**config.mk**
```make
export PLATFORM = sky130hd
export DESIGN_NAME = mult_div_unit
export DESIGN_NICKNAME = d
export VERILOG_FILES = /design/src/rtl/mult_div_unit.sv
export SDC_FILE = /design/constraint.sdc
export NUM_CORES = 1
export LEC_CHECK = 0
export CORE_MARGIN = 5
export CORE_UTILIZATION = 45
export DETAILED_ROUTE_END_ITERATION = 16
export HOLD_SLACK_MARGIN = 0.1
export PLACE_DENSITY = 0.63
export SLEW_MARGIN = 20
export SYNTH_ARGS = -nofsm -noshare
export SYNTH_HDL_FRONTEND = slang
export SYNTH_SLANG_ARGS = --single-unit
export TNS_END_PERCENT = 30
```
**constraint.sdc**
```tcl
create_clock -name clk -period 16.2 [get_ports clk]
set_input_delay 2.43 -clock clk [delete_from_list [all_inputs] [get_ports clk]]
set_output_delay 2.43 -clock clk [all_outputs]
set_load 0.03 [all_outputs]
```
**src/rtl/mult_div_unit.sv**
```systemverilog
// Iterative multiply/divide unit that owns the HI/LO registers.
// Each operation takes 32 cycles: shift-add multiply or restoring divide on operand magnitudes, with signs restored at the end.
module mult_div_unit #(
   parameter int DATA_W = 32
) (
   input  logic              clk,
   input  logic              reset,
   input  logic              start,
   input  logic [1:0]        op,
   input  logic [DATA_W-1:0] operand_a,
   input  logic [DATA_W-1:0] operand_b,
   input  logic              hi_wr,
   input  logic              lo_wr,
   input  logic [DATA_W-1:0] wr_data,
   output logic              busy,
   output logic              done,
   output logic              div_by_zero,
   output logic [DATA_W-1:0] hi,
   output logic [DATA_W-1:0] lo
);

   localparam int CNT_W = $clog2(DATA_W) + 1;
   localparam logic [CNT_W-1:0] LAST = CNT_W'(DATA_W - 1);

   typedef enum logic [1:0] {IDLE, RUN, DONE} state_t;

   state_t             state;
   logic [CNT_W-1:0]   count;

   logic               op_div;
   logic               zero_div;
   logic               neg_q;
   logic               neg_r;
   logic [DATA_W-1:0]  mag_a;
   logic [DATA_W-1:0]  mag_b;
   logic [2*DATA_W-1:0] acc;

   logic [DATA_W:0]     mul_sum;
   logic [DATA_W:0]     div_shift;
   logic [DATA_W:0]     div_trial;
   logic [2*DATA_W-1:0] mul_next;
   logic [2*DATA_W-1:0] div_next;
   logic [2*DATA_W-1:0] acc_next;
   logic [2*DATA_W-1:0] product;
   logic [DATA_W-1:0]   quot;
   logic [DATA_W-1:0]   rem;
   logic [DATA_W-1:0]   hi_res;
   logic [DATA_W-1:0]   lo_res;

   function automatic logic [DATA_W-1:0] magnitude(input logic signed [DATA_W-1:0] v,
                                                   input logic is_signed);
      // The most negative value maps onto its own unsigned magnitude.
      return (is_signed && v[DATA_W-1]) ? DATA_W'(-v) : DATA_W'(v);
   endfunction

   function automatic logic [DATA_W-1:0] apply_sign_w(input logic [DATA_W-1:0] v, input logic neg);
      return neg ? DATA_W'(-v) : v;
   endfunction

   function automatic logic [2*DATA_W-1:0] apply_sign_2w(input logic [2*DATA_W-1:0] v, input logic neg);
      return neg ? (2*DATA_W)'(-v) : v;
   endfunction

   always_comb begin
      // Multiply: acc = {partial product, remaining multiplier bits}.
      mul_sum   = {1'b0, acc[2*DATA_W-1:DATA_W]} + (acc[0] ? {1'b0, mag_a} : '0);
      mul_next  = {mul_sum, acc[DATA_W-1:1]};
      // Divide: acc = {partial remainder, dividend bits shifting into quotient}.
      div_shift = {acc[2*DATA_W-1:DATA_W], acc[DATA_W-1]};
      div_trial = div_shift - {1'b0, mag_b};
      div_next  = div_trial[DATA_W] ? {div_shift[DATA_W-1:0], acc[DATA_W-2:0], 1'b0}
                                    : {div_trial[DATA_W-1:0], acc[DATA_W-2:0], 1'b1};
      acc_next  = op_div ? div_next : mul_next;

      product = apply_sign_2w(acc_next, neg_q);
      quot    = apply_sign_w(acc_next[DATA_W-1:0], neg_q);
      rem     = apply_sign_w(acc_next[2*DATA_W-1:DATA_W], neg_r);
      hi_res  = op_div ? rem : product[2*DATA_W-1:DATA_W];
      lo_res  = op_div ? (zero_div ? '1 : quot) : product[DATA_W-1:0];
   end

   // Operand capture at the accepting edge, then one iteration per RUN cycle.
   always_ff @(posedge clk) begin
      if (state == IDLE && start) begin
         op_div   <= op[1];
         zero_div <= op[1] && (operand_b == '0);
         neg_q    <= !op[0] && (operand_a[DATA_W-1] ^ operand_b[DATA_W-1]);
         neg_r    <= !op[0] && operand_a[DATA_W-1];
         mag_a    <= magnitude($signed(operand_a), !op[0]);
         mag_b    <= magnitude($signed(operand_b), !op[0]);
         acc      <= {{DATA_W{1'b0}}, op[1] ? magnitude($signed(operand_a), !op[0])
                                            : magnitude($signed(operand_b), !op[0])};
      end else if (state == RUN) begin
         acc <= acc_next;
      end
   end

   // Sequencing and the architecturally visible HI/LO registers.
   always_ff @(posedge clk or negedge reset) begin
      if (!reset) begin
         state       <= IDLE;
         count       <= '0;
         busy        <= 1'b0;
         done        <= 1'b0;
         div_by_zero <= 1'b0;
         hi          <= '0;
         lo          <= '0;
      end else begin
         case (state)
            IDLE: begin
               if (start) begin
                  state <= RUN;
                  busy  <= 1'b1;
                  count <= '0;
               end else begin
                  if (hi_wr) hi <= wr_data;
                  if (lo_wr) lo <= wr_data;
               end
            end
            RUN: begin
               count <= count + 1'b1;
               if (count == LAST) begin
                  state       <= DONE;
                  busy        <= 1'b0;
                  done        <= 1'b1;
                  div_by_zero <= zero_div;
                  hi          <= hi_res;
                  lo          <= lo_res;
               end
            end
            DONE: begin
               state       <= IDLE;
               done        <= 1'b0;
               div_by_zero <= 1'b0;
            end
            default: state <= IDLE;
         endcase
      end
   end

endmodule

```
==> summary.txt, run 1 <==
Worst-Margin Slew: 1.14 ns
Post-Synth Adder-Cell Area: 0.0544
R2r startpoint: acc[31]
Gpl congestion: 1.00
Buf/Inv on CP: 1
Num CTS Buffers: 25
Simple-gate share of the synthesized area: 0.191
Vias in the first global route: 15.5k
Longest Clk Path Bufs: 3
Area grow syn2layout: 17.2%
Clock latency on the worst-skew pair: 0.57 ns
Cells after Synth: 1968
Mux cell area share after synthesis: 0.0561
Min-delay src: lo[0]
Syn nets: 2142
Worst Clk Skew: 0.0172 ns
Hpwl dp: 50600 um
Initial antenna violation count: 0
Layout fillers: 3490
R2R depth: 23
Critical path origin: acc[31]
Sequential cell area: 5520 um2
Final setup viols: 0
Maximum clock frequency: 0.149 GHz
Die height: 202 um
Drt wl/cell: 25.3 um
Placed cell count: 2520
Run status: complete, no violations
I/O Pins: 170
Largest stage delay, worst path: 0.66 ns
Gr ovfl total: 0
Post-DRT Antenna Nets: 0
Post-route setup TNS: 0 ns
Min Tclk post-route: 6.72 ns
Setup crit end kind: flop
Post-synthesis cell type count: 93
CTS H-tree lvls: 1
Leakage: 7.68 nW
Hold Vio Cnt, Final: 0
Setup CP Type: flop to flop
Startpoint Class: flop
Post-CTS Hold Fix Bufs: 0
Top_reg_cell synth: edfxtp_1
Largest delay share family, worst path: simple AND/OR/NAND/NOR gates
Worst path cell trace: inv_1 -> ha_1 -> fa_1 -> nor2b_1 -> o31a_1 -> o211ai_1 -> a21boi_2 -> nor3_4 -> nor2_1 -> nand2_1 -> a21boi_0 -> ha_1 -> nand2_1 -> o21bai_1 -> nor3b_1 -> nand3_1 -> or3_1 -> and2_0 -> nor4_1 -> a21oi_1 -> xor2_1 -> nor2_1 -> o21ai_1
Cell area power density: 230 nW/um2
Critical path depth in cells: 23
Pin count of the biggest net entering global routing: 76
GRT Total Usage: 0.306
Xor and xnor fraction of the mapped netlist area: 0.0781
Post-CTS setup repair buffer count: 0
Wire length of the first global-routing pass: 97300 um
Worst Path Arrival: 7.18 ns
HP Class: flop to flop
Synth Area in Compound Gates: 0.245
Synth Warn #: 0
Peak supply drop: 0.135 mV
Post-synth EDFFs: 100
Most common cell after layout, fill and taps aside: nand2_1
Diode count: 0
Synth Register Bits: 207
Multi-input gate area: 10400 um2
Required time worst endpoint: 16.66 ns
Slew Limit Fails: 0
Total power: 0.00447 W
Post-route clock period utilization: 0.415
Mapped Area: 16600 um2
# nets final: 2253
Starting Density: 0.455
Die extent in x: 202 um
Slowest cell on crit path: nor3_4
Die Area: 40800 um2
Unrepaired setup endpoints after global routing: false
Via-to-Cell Ratio: 6.33
CTS clk-pin slew, worst paths: 0.06 ns
Largest family of logic cells by synthesized area: compound AO/OA/AOI/OAI gates
Routed vias: 16.2k
Core footprint: 36500 um2
CTS tree: yes
Routed wire length: 64900 um
Max-cap violations: 0
Pre-antenna DRT Iters: 5
Port Buffers: 169
Final Instance Count excl. Fillers: 2566
Critical-path maximum fanout: 18
Initial DRC Count: 1676
Hold depth: 2
Root buffer cell: clkbuf_16
# rows: 70
Sink Count: 207
Post-CTS sizing: 0
Post-route DRC violation count: 0
Register area share after synthesis: 0.332
Most frequent cells in the layout: nand2_1, clkdlybuf4s50_1, o21ai_0
Layout cells sized above 1: 0.0548
Async S/R FF share, synth: 0.362
Slew headroom: 0.237
Syn Area/Cell: 8.44 um2
[final timing paths]
check / to / slack (ns)
max: hi[12] / 9.48
min: lo[0] / 0.48
max reg2reg: hi[12] / 9.48
min reg2reg: lo[0] / 0.48
max in group asynchronous: lo[10] / 13.54
min in group asynchronous: hi[25] / 2.02
[per-stage QoR]
step                area [um2]  utilization  setup WS, ns  hold slack [ns]
finish                   19500        0.533          9.48            0.478
global route             19500        0.533          8.96            0.501
CTS                      19400        0.532          9.35            0.483
detailed placement       18600        0.509          9.40            0.467
global placement         18600        0.509          9.75            0.465
floorplan                16600            -         10.79            0.466
[cells in the mapped netlist, types with 32 or more instances]
library cell,number,area share
nand2_1,203,0.046
nor2_1,140,0.032
nor3_1,53,0.016
dfrtp_1,75,0.11
inv_1,73,0.017
o22ai_1,42,0.016
and2_1,43,0.016
nand3_1,40,0.012
clkbuf_1,65,0.015
mux2i_1,83,0.050
a31oi_1,32,0.012
xor2_1,70,0.037
xnor2_1,78,0.041
dfxtp_1,32,0.039
ha_1,69,0.052
edfxtp_1,100,0.18
o21ai_0,161,0.049
a21oi_1,144,0.043
[metal layers]
metal	up-vias	part of all wire	wire length, um	track usage
li1	7529	-	-	-
met1	7877	0.44	28400	0.433
met2	702	0.43	28200	0.468
met3	131	0.079	5100	0.0485
met4	0	0.050	3260	0.125
met5	-	0	0	0
[worst register-to-register path, stage by stage, from the launching register on]
cell,delay (ns)
edfxtp_1,0.44
inv_1,0.11
ha_1,0.19
fa_1,0.22
nor2b_1,0.08
o31a_1,0.28
o211ai_1,0.46
a21boi_2,0.28
nor3_4,0.66
nor2_1,0.13
nand2_1,0.25
a21boi_0,0.46
ha_1,0.27
nand2_1,0.09
o21bai_1,0.20
nor3b_1,0.52
nand3_1,0.25
or3_1,0.48
and2_0,0.31
nor4_1,0.40
a21oi_1,0.13
xor2_1,0.19
nor2_1,0.13
o21ai_1,0.08
[sequential cells by signal, summed over array words and instances, names as in the netlist]
register / count
acc: 64
hi: 32
lo: 32
mag_a: 32
mag_b: 32
count: 6
state: 2
busy: 1
div_by_zero: 1
done: 1
neg_q: 1
neg_r: 1
op_div: 1
zero_div: 1
[kinds of logic (layout without fill, tap and decap cells)]
family	Yosys count	after routing
AO/OA/AOI/OAI	629	629
XOR/XNOR	148	148
adder cells (fa/ha/maj)	71	71
buffers and inverters	177	307
flip-flops	207	207
multiplexers	92	92
AND/OR/NAND/NOR	644	644
[final cells by class]
cell class                 count  area share
clock buffer                  35      0.0356
clock inverter                11     0.00765
multi-input combinational   1584       0.535
tap                          468      0.0301
inverter                      74      0.0144
timing repair buffer         187      0.0935
sequential                   207       0.284
[where the power goes]
| group | internal, W | switching (W) |
|---|---|---|
| Combinational | 0.00102 | 0.00187 |
| Sequential | 0.000794 | 0.000191 |
| Clock | 0.000348 | 0.000243 |
Power figures use the tool's default switching activity.
==> inputs of run 2 (changes only) <==
==> constraint.sdc (replaced) <==
create_clock -name clk -period 6.2 [get_ports clk]
set_input_delay 0.93 -clock clk [delete_from_list [all_inputs] [get_ports clk]]
set_output_delay 0.93 -clock clk [all_outputs]
set_load 0.03 [all_outputs]
==> run 2 against run 1 <==
Die area did not move. Core utilization rose by 0.51 points. Critical path depth did not move. Clock power rose to 2.7 times the previous value. Setup slack got worse by 8.8 ns. Sequential power rose to 2.6 times the previous value. Non-clock buffer count rose by 18. First-iteration DRC count fell by 3.8%. Clock-buffer cell count rose by 8. Combinational power rose to 2.7 times the previous value. Global-route usage rose by 0.31 points. Final cell count rose by 0.78%. Critical endpoint unchanged. Largest cell class unchanged. Largest power group unchanged.
==> summary.txt, run 2 (synthesis results as in run 1) <==
Share of power burned in registers: 0.213 (-0.007)
Largest register FFs: 64 (unchanged)
Maximum clock frequency: 0.181 GHz (+22%)
Final setup viols: 0 (unchanged)
Root buffer cell: clkbuf_16
Die height: 202 um (unchanged)
Initial antenna violation count: 2 (+2)
Min-delay src: hi[4]
CTS H-tree lvls: 1 (unchanged)
Layout cells sized above 1: 0.0633 (+0.00845)
Drt wl/cell: 25.5 um (+0.89%)
Largest delay share family, worst path: simple AND/OR/NAND/NOR gates
Routed wire length: 66000 um (+1.7%)
R2r startpoint: acc[31]
Switching Fraction: 0.513 (-0.00301)
Sink Count: 207 (unchanged)
Post-route setup TNS: 0 ns (unchanged)
Area grow syn2layout: 18.3%
Worst reg2reg setup slack: 0.68 ns (-8.80 ns)
Port Buffers: 169 (unchanged)
WHS: 0.474 ns (-0.00461 ns)
Logic pwr share: 0.653 (+0.005)
Vias in the first global route: 15.6k (+0.62%)
# rows: 70 (unchanged)
Peak supply drop: 0.347 mV (+160%)
Run status: complete, no violations
NetSw: 0.00607 W (+160%)
Diode count: 0 (unchanged)
Pre-antenna DRT Iters: 5 (unchanged)
Worst r2r dst: hi[12]
# nets final: 2272 (+0.84%)
Clk pwr share: 0.135 (+0.003)
Buf/Inv on CP: 1 (unchanged)
Gr ovfl total: 0 (unchanged)
Setup crit end kind: flop
Worst-Margin Slew: 1.04 ns (-0.108 ns)
Post-DRT Antenna Nets: 0 (unchanged)
CTS clk-pin slew, worst paths: 0.06 ns (about the same)
Post-route DRC violation count: 0 (unchanged)
Hold depth: 1 (-1)
Max-cap violations: 0 (unchanged)
Largest stage delay, worst path: 0.49 ns (-0.17 ns)
Starting Density: 0.455 (unchanged)
Required time worst endpoint: 6.65 ns (-10.01 ns)
Leakage: 7.79 nW (+1.3%)
Hold Vio Cnt, Final: 0 (unchanged)
HP Class: flop to flop
Most common cell after layout, fill and taps aside: nand2_1
Die extent in x: 202 um (unchanged)
Setup CP Type: flop to flop
Post-route clock period utilization: 0.891 (+0.476)
Post-CTS Hold Fix Bufs: 0 (unchanged)
Gpl congestion: 1.03 (+2.6%)
Min-Delay Endpoint: hi[4]
Core footprint: 36500 um2 (unchanged)
Num CTS Buffers: 26 (+4.0%)
Via-to-Cell Ratio: 6.36 (+0.52%)
Worst Clk Skew: 0.0177 ns (+0.000524 ns)
Critical-path maximum fanout: 6 (-12)
GRT Total Usage: 0.309 (+0.00310)
Slew Limit Fails: 0 (unchanged)
Routed vias: 16.5k (+1.3%)
Register with the most flip-flops: acc
Wire length of the first global-routing pass: 97900 um (+0.60%)
Cell area power density: 603 nW/um2 (+160%)
Longest Clk Path Bufs: 3 (unchanged)
Worst Path Arrival: 5.98 ns (-1.20 ns)
Pin count of the biggest net entering global routing: 76 (unchanged)
Unrepaired setup endpoints after global routing: false
Post-CTS setup repair buffer count: 0 (unchanged)
I/O Pins: 170 (unchanged)
Slew headroom: 0.308 (+0.0707)
Initial DRC Count: 1612 (-3.8%)
Die Area: 40800 um2 (unchanged)
CTS tree: yes
Most frequent cells in the layout: nand2_1, clkdlybuf4s50_1, o21ai_0
Hpwl dp: 51500 um (+1.8%)
Clock latency on the worst-skew pair: 0.57 ns (about the same)
Min Tclk post-route: 5.52 ns (-1.20 ns)
P_int: 0.00577 W (+170%)
R2R depth: 23 (unchanged)
Startpoint Class: flop
Slowest cell on crit path: o211ai_1
Worst path cell trace: inv_1 -> ha_1 -> fa_1 -> nor2b_1 -> o31a_1 -> o211ai_1 -> a21boi_2 -> nor3_2 -> nor2_1 -> nand2_1 -> a21boi_0 -> ha_1 -> nand2_1 -> o21bai_1 -> nor3b_1 -> nand3_1 -> or3_1 -> and2_0 -> nor4_1 -> a21oi_1 -> xor2_1 -> nor2_1 -> o21ai_1
==> run 2: changes by cell type in the layout (fill, tap and decap cells not counted), moves of 2 or more <==
| cell | previous run | this run |
|---|---|---|
| clkinv_2 | 3 | 0 |
| bufinv_16 | 3 | 1 |
| clkbuf_8 | 3 | 6 |
| clkbuf_1 | 7 | 9 |
| buf_4 | 19 | 37 |
| clkbuf_16 | 25 | 28 |
| clkinv_1 | 2 | 0 |
==> run 2: power groups by stage <==
stage | logic [W] | clock network [W] | registers (W)
5_1_grt | 0.00823 | 0.00166 | 0.00258
6_report | 0.00772 | 0.00159 | 0.00252
3_3_place_gp | 0.00752 | 0 | 0.00251
3_5_place_dp | 0.00754 | 0 | 0.00253
2_1_floorplan | 0.00459 | 0 | 0.00281
4_1_cts | 0.00757 | 0.00161 | 0.00251
==> run 2: worst reg2reg max path, delay by kind of cell, from the launching register on <==
kind	cells	cell delay [ns]
and+or+nand+nor	11	2.40
DFF	1	0.44
buffers and inverters	1	0.12
AOI/OAI and AO/OA	7	1.59
adders and majority gates	3	0.65
xor gates and xnor gates	1	0.19
==> run 2: layout make-up <==
class	count	area (um2)
Timing Repair Buffer	205	1950
Fill cell	3469	16900
Clock inverter	5	83.8
Clock buffer	43	817
Multi-Input combinational cell	1584	10400
Sequential cell	207	5520
Tap cell	468	586
Inverter	74	280
==> run 2: worst max-delay path by stage <==
stage                        from  endpoint  slack, ns  cells after the start
after global placement    acc[31]    hi[12]       0.97                     23
after detailed placement  acc[31]    hi[12]       0.71                     23
final                     acc[31]    hi[12]       0.68                     23
after floorplan           acc[31]    hi[12]       1.02                     26
after global routing      acc[31]    hi[12]      0.007                     23
after CTS                 acc[31]    hi[12]       0.69                     23
==> run 2: timing repair <==
item                                   4_1_cts  5_1_grt
resized for setup                            0        0
setup endpoints to repair                    0        1
endpoints found under the hold margin        0        0
==> run 2: per-layer routing <==
metal / routed length [um] / share of wire / global-route usage / vias up
met4: 2920 / 0.044 / 0.113 / 0
met2: 29600 / 0.45 / 0.488 / 786
met5: 0 / 0 / 0 / -
li1: - / - / - / 7561
met1: 27600 / 0.42 / 0.425 / 7975
met3: 5910 / 0.090 / 0.0565 / 128
==> run 2: metrics by stage <==
| stage | worst slack [ns] | util | instances | total power [W] | area, um2 |
|---|---|---|---|---|---|
| floorplan | 1.02 | - | 1968 | 0.00741 | 16600 |
| global placement | 0.967 | 0.513 | 2538 | 0.0100 | 18700 |
| detailed placement | 0.714 | 0.513 | 2538 | 0.0101 | 18700 |
| CTS | 0.692 | 0.538 | 2586 | 0.0117 | 19600 |
| global route | 0.00678 | 0.538 | 2586 | 0.0125 | 19600 |
| finish | 0.676 | 0.538 | 2586 | 0.0118 | 19600 |
==> inputs of run 3 (changes only) <==
--- a/config.mk
+++ b/config.mk
@@ -5,12 +5,12 @@
 export SDC_FILE = /design/constraint.sdc
 export NUM_CORES = 1
 export LEC_CHECK = 0
-export CORE_MARGIN = 5
+export CORE_MARGIN = 2
 export CORE_UTILIZATION = 45
 export DETAILED_ROUTE_END_ITERATION = 16
 export HOLD_SLACK_MARGIN = 0.1
 export PLACE_DENSITY = 0.63
-export SLEW_MARGIN = 20
+export SLEW_MARGIN = 15
 export SYNTH_ARGS = -nofsm -noshare
 export SYNTH_HDL_FRONTEND = slang
 export SYNTH_SLANG_ARGS = --single-unit
==> run 3 against run 2 <==
Clock-buffer cell count is 14 lower. First-iteration DRC count unchanged. Via count shrank 0.94%. Clock power increased by 6%. Critical path type unchanged.
==> summary.txt, run 3 (synthesis results as in run 1) <==
Worst path cell trace: inv_1 -> ha_1 -> fa_1 -> nor2b_1 -> o31a_1 -> o211ai_1 -> a21boi_2 -> nor3_2 -> nor2_1 -> nand2_1 -> a21boi_0 -> ha_1 -> nand2_1 -> o21bai_1 -> nor3b_1 -> nand3_1 -> or3_1 -> and2_0 -> nor3b_1 -> a21oi_1 -> xnor2_1 -> a211oi_1
Port Buffers: 169 (unchanged)
CTS clk-pin slew, worst paths: 0.07 ns (about the same)
Largest stage delay, worst path: 0.49 ns (about the same)
Starting Density: 0.456 (+0.00109)
Layout fillers: 3422 (-1.4%)
Sink Count: 207 (unchanged)
Multi-input gate area: 10400 um2 (about the same)
Num CTS Buffers: 26 (unchanged)
Largest register FFs: 64 (unchanged)
Post-route DRC violation count: 0 (unchanged)
Largest delay share family, worst path: simple AND/OR/NAND/NOR gates
Post-route clock period utilization: 0.935 (+0.0443)
NetSw: 0.00605 W (-0.27%)
Setup CP Type: flop to flop
Final Core Density: 0.541 (+0.00322)
Unrepaired setup endpoints after global routing: true
Pin count of the biggest net entering global routing: 76 (unchanged)
Min Tclk post-route: 5.80 ns (+0.275 ns)
Hpwl dp: 50800 um (-1.5%)
GRT Total Usage: 0.334 (+0.0247)
# rows: 70 (unchanged)
Layout cells sized above 1: 0.0679 (+0.00466)
Core footprint: 36400 um2 (-0.24%)
Slowest cell on crit path: nor3b_1
Register with the most flip-flops: acc
Gpl congestion: 0.979 (-4.9%)
Required time worst endpoint: 6.66 ns (about the same)
Pre-antenna DRT Iters: 6 (+1)
Die height: 196 um (-3.0%)
Worst Clk Skew: 0.0217 ns (+0.00402 ns)
Leakage: 7.82 nW (+0.42%)
Initial DRC Count: 1612 (unchanged)
Share of power burned in registers: 0.211 (-0.002)
Slew headroom: 0.294 (-0.0136)
Area grow syn2layout: 18.7%
Buf/Inv on CP: 1 (unchanged)
Worst Path Arrival: 6.26 ns (+0.28 ns)
Final setup viols: 0 (unchanged)
Post-CTS Hold Fix Bufs: 0 (unchanged)
Via-to-Cell Ratio: 6.30 (-1.0%)
Peak supply drop: 0.286 mV (-18%)
P_int: 0.00582 W (+0.95%)
# nets final: 2274 (+0.088%)
Longest Clk Path Bufs: 3 (unchanged)
Diode count: 0 (unchanged)
Most common cell after layout, fill and taps aside: nand2_1
Die Area: 38400 um2 (-5.8%)
Worst-Margin Slew: 1.06 ns (+0.0203 ns)
Die extent in x: 196 um (-3.0%)
Sequential cell area: 5520 um2 (unchanged)
I/O Pins: 170 (unchanged)
Switching Fraction: 0.510 (-0.00306)
Run status: complete, no violations
Post-route setup TNS: 0 ns (unchanged)
Slew Limit Fails: 0 (unchanged)
Routed wire length: 65200 um (-1.2%)
Most frequent cells in the layout: nand2_1, clkdlybuf4s50_1, o21ai_0
Post-DRT Antenna Nets: 0 (unchanged)
Initial antenna violation count: 0 (-2)
Drt wl/cell: 25.2 um (-1.3%)
Total power: 0.0119 W (+0.32%)
Clock latency on the worst-skew pair: 0.58 ns (about the same)
Max-cap violations: 0 (unchanged)
CTS H-tree lvls: 1 (unchanged)
Logic pwr share: 0.646 (-0.007)
CTS tree: yes
Routed vias: 16.3k (-0.94%)
Hold Vio Cnt, Final: 0 (unchanged)
HP Class: flop to flop
Startpoint Class: flop
Vias in the first global route: 15.4k (-1.3%)
Wire length of the first global-routing pass: 96600 um (-1.3%)
Cell area power density: 603 nW/um2 (about the same)
Root buffer cell: clkbuf_16
Critical-path maximum fanout: 12 (+6)
Setup crit end kind: flop
Gr ovfl total: 0 (unchanged)
Clk pwr share: 0.143 (+0.008)
Maximum clock frequency: 0.172 GHz (-4.7%)
## run 3: changes by cell type in the layout (fill, tap and decap cells not counted)
| cell | previous run | this run |
|---|---|---|
| clkbuf_1 | 9 | 2 |
| clkbuf_8 | 6 | 1 |
| clkinv_2 | 0 | 5 |
| bufinv_16 | 1 | 5 |
| clkbuf_16 | 28 | 26 |
| clkinvlp_4 | 2 | 4 |
| a21oi_1 | 142 | 141 |
| a21oi_2 | 2 | 3 |
| buf_12 | 0 | 1 |
| buf_4 | 37 | 38 |
| clkinv_4 | 1 | 2 |
| inv_4 | 1 | 2 |
| inv_6 | 0 | 1 |
## run 3: cell type report
cell class / count / share of cell area
clock buffers: 29 / 0.0341
inverters: 74 / 0.0142
flip-flops and latches: 207 / 0.280
repair buffers: 207 / 0.101
clock inverters: 19 / 0.0136
multi-input cells: 1584 / 0.528
well taps: 468 / 0.0297
## run 3: worst register-to-register path: stages, from the launching register on
cell      delay [ns]
edfxtp_1        0.43
inv_1           0.11
ha_1            0.19
fa_1            0.21
nor2b_1         0.09
o31a_1          0.30
o211ai_1        0.44
a21boi_2        0.28
nor3_2          0.22
nor2_1          0.14
nand2_1         0.12
a21boi_0        0.32
ha_1            0.23
nand2_1         0.06
o21bai_1        0.18
nor3b_1         0.29
nand3_1         0.20
or3_1           0.48
and2_0          0.31
nor3b_1         0.49
a21oi_1         0.16
xnor2_1         0.16
a211oi_1        0.27
## run 3: power by group through the flow
stage | Clock, W | Sequential, W | Combinational (W)
after floorplan | 0 | 0.00281 | 0.00459
after global placement | 0 | 0.00250 | 0.00751
after detailed placement | 0 | 0.00252 | 0.00752
after CTS | 0.00170 | 0.00250 | 0.00756
after global routing | 0.00176 | 0.00257 | 0.00823
final | 0.00169 | 0.00251 | 0.00767
## run 3: worst paths after layout
path | start | to | slack [ns] | cells after the start
worst max register to register | acc[31] | hi[20] | 0.40 | 22
max in group asynchronous | reset | lo[4] | 5.05 | 1
worst min-delay path | lo[31] | lo[31] | 0.48 | 2
worst max-delay path | acc[31] | hi[20] | 0.40 | 22
worst min register to register | lo[31] | lo[31] | 0.48 | 2
min in group asynchronous | reset | hi[29] | 0.52 | 1
## run 3: repair_timing
item / in CTS / in global routing
resized for setup: 0 / 1
endpoints found under the setup margin: 0 / 3
setup buffers: 0 / 2
## run 3: metrics by stage
stage                     cell area [um2]  setup WS (ns)  instances  hold WS (ns)
after floorplan                     16600           1.02       1968         0.466
after global placement              18700          0.839       2538         0.465
after detailed placement            18700          0.586       2538         0.470
after CTS                           19700          0.516       2586         0.483
after global routing                19700       -0.00524       2588         0.495
final                               19700          0.401       2588         0.480
## run 3: routing by layer
metal	share of wire	track usage	vias to the layer above	routed length, um
li1	-	-	7582	-
met3	0.077	0.0634	118	5010
met2	0.44	0.513	670	28800
met4	0.046	0.138	0	2980
met1	0.44	0.461	7925	28400
met5	0	0	-	0
